==> src/rtl/mealy_stream_recover.sv <==
// Tracks a 4-state Mealy encoder from its 3-bit code stream and recovers each input bit; 1-cycle latency, no backpressure.
// Optional MEALY_RECOVER_AUTO_RESYNC_EN: relock from LOST on any code that identifies its source state.
module mealy_stream_recover #(
  parameter int         CNT_W       = 8,
  parameter logic [1:0] START_STATE = 2'b00
) (
  input  logic             clk,
  input  logic             reset_n,
  input  logic [2:0]       code_in,
  input  logic             code_valid,
  input  logic             sync,
  output logic             bit_out,
  output logic             bit_valid,
  output logic             ambiguous,
  output logic             err,
  output logic             lost,
  output logic [1:0]       state_q,
  output logic [CNT_W-1:0] bit_cnt,
  output logic [CNT_W-1:0] err_cnt
);

  // LOST is encoded with the low bits zero so state_q reads 00 while lost.
  typedef enum logic [2:0] {
    ST_A    = 3'b000,
    ST_B    = 3'b001,
    ST_C    = 3'b010,
    ST_D    = 3'b011,
    ST_LOST = 3'b100
  } trk_e;

  typedef struct packed {
    logic legal;
    trk_e nxt;
    logic bit_v;
    logic amb;
  } dec_t;

  localparam trk_e START_TRK = trk_e'({1'b0, START_STATE});

  function automatic dec_t decode(input trk_e s, input logic [2:0] c);
    dec_t d;
    d = '{legal: 1'b0, nxt: ST_LOST, bit_v: 1'b0, amb: 1'b0};
    case (s)
      ST_A: begin
        if (c == 3'b111)      d = '{legal: 1'b1, nxt: ST_B, bit_v: 1'b0, amb: 1'b0};
        else if (c == 3'b101) d = '{legal: 1'b1, nxt: ST_C, bit_v: 1'b1, amb: 1'b0};
      end
      ST_B: begin
        if (c == 3'b001)      d = '{legal: 1'b1, nxt: ST_D, bit_v: 1'b0, amb: 1'b0};
        else if (c == 3'b011) d = '{legal: 1'b1, nxt: ST_A, bit_v: 1'b1, amb: 1'b0};
      end
      ST_C: begin
        if (c == 3'b000)      d = '{legal: 1'b1, nxt: ST_B, bit_v: 1'b0, amb: 1'b0};
        else if (c == 3'b100) d = '{legal: 1'b1, nxt: ST_D, bit_v: 1'b1, amb: 1'b0};
      end
      ST_D: begin
        if (c == 3'b110)      d = '{legal: 1'b1, nxt: ST_D, bit_v: 1'b0, amb: 1'b1};
      end
      default: ;
    endcase
    return d;
  endfunction

  trk_e             trk_q;
  logic             bit_out_q;
  logic             bit_valid_q;
  logic             amb_q;
  logic             err_q;
  logic [CNT_W-1:0] bit_cnt_q;
  logic [CNT_W-1:0] err_cnt_q;
  dec_t             dec;

  always_comb begin
    dec = decode(trk_q, code_in);
  end

`ifdef MEALY_RECOVER_AUTO_RESYNC_EN
  dec_t rs;

  // Every legal code is emitted from exactly one state, so it pins down where the encoder was.
  always_comb begin
    rs = '{legal: 1'b0, nxt: ST_LOST, bit_v: 1'b0, amb: 1'b0};
    case (code_in)
      3'b111, 3'b101: rs = decode(ST_A, code_in);
      3'b001, 3'b011: rs = decode(ST_B, code_in);
      3'b000, 3'b100: rs = decode(ST_C, code_in);
      3'b110:         rs = decode(ST_D, code_in);
      default: ;
    endcase
  end
`endif

  always_ff @(posedge clk or negedge reset_n) begin
    if (!reset_n) begin
      trk_q       <= START_TRK;
      bit_out_q   <= 1'b0;
      bit_valid_q <= 1'b0;
      amb_q       <= 1'b0;
      err_q       <= 1'b0;
      bit_cnt_q   <= '0;
      err_cnt_q   <= '0;
    end else begin
      bit_out_q   <= 1'b0;
      bit_valid_q <= 1'b0;
      amb_q       <= 1'b0;
      err_q       <= 1'b0;
      if (sync) begin
        trk_q <= START_TRK;
      end else if (code_valid) begin
        if (trk_q == ST_LOST) begin
`ifdef MEALY_RECOVER_AUTO_RESYNC_EN
          if (rs.legal) trk_q <= rs.nxt;
`endif
        end else if (dec.legal) begin
          trk_q       <= dec.nxt;
          bit_out_q   <= dec.bit_v;
          amb_q       <= dec.amb;
          bit_valid_q <= 1'b1;
          if (bit_cnt_q != {CNT_W{1'b1}}) bit_cnt_q <= bit_cnt_q + CNT_W'(1);
        end else begin
          trk_q <= ST_LOST;
          err_q <= 1'b1;
          if (err_cnt_q != {CNT_W{1'b1}}) err_cnt_q <= err_cnt_q + CNT_W'(1);
        end
      end
    end
  end

  assign bit_out   = bit_out_q;
  assign bit_valid = bit_valid_q;
  assign ambiguous = amb_q;
  assign err       = err_q;
  assign lost      = trk_q[2];
  assign state_q   = trk_q[1:0];
  assign bit_cnt   = bit_cnt_q;
  assign err_cnt   = err_cnt_q;

endmodule
==> config.mk <==
export PLATFORM = sky130hd
export DESIGN_NAME = mealy_stream_recover
export DESIGN_NICKNAME = d
export VERILOG_FILES = /design/src/rtl/mealy_stream_recover.sv
export SDC_FILE = /design/constraint.sdc
export NUM_CORES = 1
export LEC_CHECK = 0
export ABC_AREA = 1
export CORE_ASPECT_RATIO = 2
export CORE_MARGIN = 3
export CORE_UTILIZATION = 51
export DETAILED_ROUTE_END_ITERATION = 10
export GPL_ROUTABILITY_DRIVEN = 0
export HOLD_SLACK_MARGIN = 0.12
export PLACE_DENSITY = 0.79
export SLEW_MARGIN = 20
export SYNTH_ARGS = -nofsm -noshare
export SYNTH_HDL_FRONTEND = slang
export SYNTH_SLANG_ARGS = --single-unit
==> constraint.sdc <==
create_clock -name clk -period 1.97 [get_ports clk]
set_clock_uncertainty 0.2 [all_clocks]
set_input_delay 0.2955 -clock clk [delete_from_list [all_inputs] [get_ports clk]]
set_output_delay 0.2955 -clock clk [all_outputs]
set_load 0.005 [all_outputs]
======== Yosys cells after proc, flatten, opt, wreduce, memory -nomap -nowiden ========
Index checks and enable logic that the tools add are counted.
word-level totals
  register bits after elaboration ......... 23
  input port bits ......................... 7
  output and inout port bits .............. 23
  word-level logic and storage cells ...... 59
operators by class
  $add $sub $neg .......................... 2
  equal/unequal tests ..................... 13
  muxes and demuxes ....................... 28
  bitwise logic cells ..................... 3
  reduce and logical (&&, ||, !) cells .... 6
operators by type and width
  cell                   number
  $mux W6                7
  $pmux W6 S4            1
  $add A8 B1 Y8 const B  2
  $mux W1                16
  $ne A8 B8 Y1 const B   2
  $eq A3 B3 Y1 const B   5
  $mux W3                4
  $reduce_and A5 Y1      2
  $eq A3 B2 Y1 const B   3
  $eq A3 B1 Y1 const B   2
  $logic_not A3 Y1       2
  $not A1 Y1             3
  $ne A2 B2 Y1 const B   1
  $reduce_and A2 Y1      1
  $reduce_bool A2 Y1     1

======== Longest topological paths before layout ========
  word-level depth ........................ 8
  mapped depth ............................ 10
  gate-level depth less buffers ........... 9

======== Worst setup path after synthesis ========
Ideal clock, no wire load.
  path type ............................... reg-to-reg
  from .................................... register bit_cnt_q[0], in the netlist bit_cnt[0]
  to ...................................... register bit_cnt_q[2], in the netlist bit_cnt[2]
  setup time .............................. 0.117 ns
  data arrival time ....................... 1.217 ns
  data required time ...................... 1.653 ns
  slack ................................... 0.436 ns
  stages on the path, launching flop included .. 10
  buffers on the path ..................... 0
  period minus slack after synthesis ...... 1.534 ns
  path through ............................ dfrtp_1 > ha_1 > nand2_1 > nor2_1 > nand2_1 > nand2_1 > inv_2 > nand3_2 > nand2_1 > nand2_1
between the ends
  longest elaborated chain between the ends .. 2
  elaborated cells between the ends (all ways) .. 3
  those cells by class .................... 1 x add/sub; 1 x eq/ne; 1 x reduce/logical
ends and longest elaborated chain
  item                                                   line  RTL
  from (decl)                                            69    logic [CNT_W-1:0] bit_cnt_q;
  from (signal assigned)                                 119   if (bit_cnt_q != {CNT_W{1'b1}}) bit_cnt_q <= bit_cnt_q + CNT_W'(1);
  branches (longest 2 deep; another with $add A8 B1 Y8)  --
Several ways; the timed one is not identified.
A chain may end at the register's enable or synchronous reset.

======== Worst setup path after layout ========
  from .................................... register trk_q[2]
  to ...................................... output port lost
RTL lines
  item                    line  RTL
  from (decl)             64    trk_e trk_q;
  from (signal assigned)  115   trk_q <= dec.nxt;
  to (decl)               16    output logic lost,
No word-level cell between the ends.

==> flow_summary_export.csv <==
group,metric,value,unit
place,placed_area,1830,sq um
clock_network,post_cts_resize_count,0,
finish,layout.nets,248,
sta,fmax,548,MHz
sta,worstMarginPinSlew,0.335,ns
finish,diodes,0,
clock_network,cts_inserted_buffers,3,
finish,drive_above_1_share,0.147,
worst_setup_path,required,1.47,ns
routing,routed_wl,3450,microns
finish,stdcell_count,267,
grt,grt-ovfl-total,0,
sta,fin_tns_setup,0,ns
worst_setup_path,slowest_stage,"clkdlybuf4s50_1",
routing,dr_total_vias,1427,
floorplanning,fp-row-count,27,
sta,period_needed,1.82,ns
clock_network,cts_setup_buffers,0,
clock_network,cts_sinks,23,
finish,final_common_cell,"nand2_1",
worst_setup_path,worstPathArrival,1.33,ns
place,placed_cells,263,
worst_setup_path,crit_path_max_incr_delay,0.56,ns
sta,maxSlewHeadroom,0.776,
routing,firstDrtPassIters,4,
min_path,worstHoldPathType,"in -> async",
grt,grt_pass1_wl,5850,microns
yosys,synth_nets,211,
yosys,synthesis.area,1490,sq um
yosys,syn_inst,202,
place,port_buffers,29,
grt,antenna_found_initial,0,
routing,via_per_inst,5.34,
sta,finalCritPeriodShare,0.926,
yosys,synth_edf_count,0,
power_and_ir_drop,power,0.00137,W
floorplanning,core_area,2770,sq um
clock_network,postCtsHoldBufs,0,
worst_setup_path,r2r_end,"err_cnt[0]",
flow_run,maxCapViolations,0,
floorplanning,pin_count,30,
clock_network,cts_tree,"built",
grt,grt_max_degree,24,
worst_setup_path,crit_path_max_fanout,7,
floorplanning,die_x,44.2,microns
sta,rsz0062_at_grt,"no",
worst_setup_path,path_delay_family,"buffers and inverters",
grt,grt_usage,0.213,
finish,finalInstanceArea,1880,sq um
floorplanning,start_util,0.537,
yosys,syn_avg_cell_area,7.37,sq um
yosys,ys_ff_latch,23,
floorplanning,die_y,82.4,microns
sta,final-setup-viol-count,0,
worst_setup_path,reg2reg_from,"err_cnt[0]",
routing,ant_nets,0,
power_and_ir_drop,leakagePower,0.917,nW
yosys,synthFlopType,"dfrtp_1",
routing,wire_per_inst,12.9,microns
yosys,ys.warnings.count,0,
worst_setup_path,path_cells,"clkdlybuf4s50_1",
worst_setup_path,reg2reg_depth,7,
worst_setup_path,cp_num_buf_inv,1,
place,place_hpwl,2720,microns
sta,slew_violations,0,
clock_network,clk_latency,0.26,ns
power_and_ir_drop,peakVddDrop,652,uV
clock_network,htreeDepth,1,
outcome,status,"completed",
clock_network,cts-root-buf,"clkbuf_8",
power_and_ir_drop,powerDensity,728,nW/um^2
worst_setup_path,worstSetupPathType,"reg -> out",
floorplanning,design.die.area,3640,sq um
yosys,ys_seq_area_frac,0.387,
finish,syn2layout_area_growth,26.5,%
routing,first_iter_violations,31,
yosys,synth_async_sr_flop_share,1.00,
worst_setup_path,endpoint_kind,"primary output",
clock_network,clkTransAtPathRegs,0.08,ns
yosys,yosysUniqueCellTypes,27,
sta,finalHoldViolations,0,
worst_setup_path,worst_setup_path_start_kind,"flop",
finish,post-route-util,0.680,
finish,final_cell_mix,"68 x nand2_1, 29 x clkdlybuf4s50_1, 23 x dfrtp_1",
routing,post-route-drc-count,0,
grt,grt_pass1_vias,1399,
clock_network,clock_path_buffers,2,
worst_setup_path,rrSetupSlack,0.21,ns
==> kinds of logic (layout without fill, tap and decap cells) <==
| family | Yosys count | after routing | share of synthesized area |
|---|---|---|---|
| and+or+nand+nor | 135 | 135 | 0.448 |
| buffers and inverters | 31 | 67 | 0.101 |
| DFF | 23 | 23 | 0.387 |
| AOI/OAI and AO/OA | 8 | 8 | 0.0302 |
| xor gates and xnor gates | 3 | 3 | 0.0177 |
| adders and majority gates | 2 | 2 | 0.0168 |
==> cell type report <==
| class | instances | area [sq um] |
|---|---|---|
| tap | 29 | 36.3 |
| fill | 231 | 887 |
| multi-input combinational | 148 | 766 |
| clock buffer | 3 | 41.3 |
| timing repair buffer | 36 | 355 |
| clock inverter | 1 | 5.00 |
| sequential | 23 | 576 |
| inverter | 27 | 104 |
==> worst max path at each step <==
stage | start | end | slack [ns] | depth (start not counted)
final | trk_q[2] | lost | 0.15 | 1
after global routing | err_cnt[0] | err_cnt[1] | 0.05 | 7
after CTS | trk_q[2] | lost | 0.12 | 1
after detailed placement | code_in[0] | bit_cnt[2] | -0.03 | 10
after global placement | code_in[0] | bit_cnt[2] | 0.01 | 10
after floorplan | bit_cnt[0] | bit_cnt[2] | 0.44 | 9
==> power breakdown <==
part           switching, W  total (W)  internal (W)
clock network      0.000154   0.000295      0.000141
registers          0.000107   0.000648      0.000541
logic              0.000201   0.000426      0.000226
==> through the flow <==
step	hold WS, ns	setup WS [ns]
6_report	0.179	0.147
3_5_place_dp	0.317	-0.0264
2_1_floorplan	-0.200	0.436
3_3_place_gp	0.317	0.0129
5_1_grt	0.196	0.0538
4_1_cts	0.189	0.123
==> per-layer routing <==
metal  track usage  up-vias  part of all wire
li1              -      722                 -
met1         0.225      668              0.38
met2         0.401       31              0.57
met3        0.0282        6             0.034
met4        0.0937        0             0.019
met5             0        -                 0
==> Yosys cell counts, types with 2 or more instances <==
| cell | number | area, sq um |
|---|---|---|
| nand3b_1 | 2 | 15.0 |
| buf_4 | 2 | 15.0 |
| a21oi_1 | 2 | 10.0 |
| nor2_4 | 2 | 22.5 |
| nor2_2 | 2 | 12.5 |
| dfrtp_1 | 23 | 576 |
| nand3_1 | 11 | 55.1 |
| nand2_1 | 69 | 259 |
| xor2_1 | 2 | 17.5 |
| ha_1 | 2 | 25.0 |
| nand2_2 | 2 | 12.5 |
| nand3_2 | 8 | 80.1 |
| nand4_1 | 19 | 119 |
| inv_2 | 6 | 22.5 |
| inv_1 | 19 | 71.3 |
| o21ai_0 | 3 | 15.0 |
| nor2_1 | 17 | 63.8 |
| nand2_4 | 2 | 22.5 |
==> sequential cells by signal (all words and copies together), names as in the netlist <==
register,cells
trk_q,3
ambiguous,1
bit_out,1
bit_cnt,8
bit_valid,1
err_cnt,8
err,1
No activity file was read; power rests on OpenSTA's default activity.
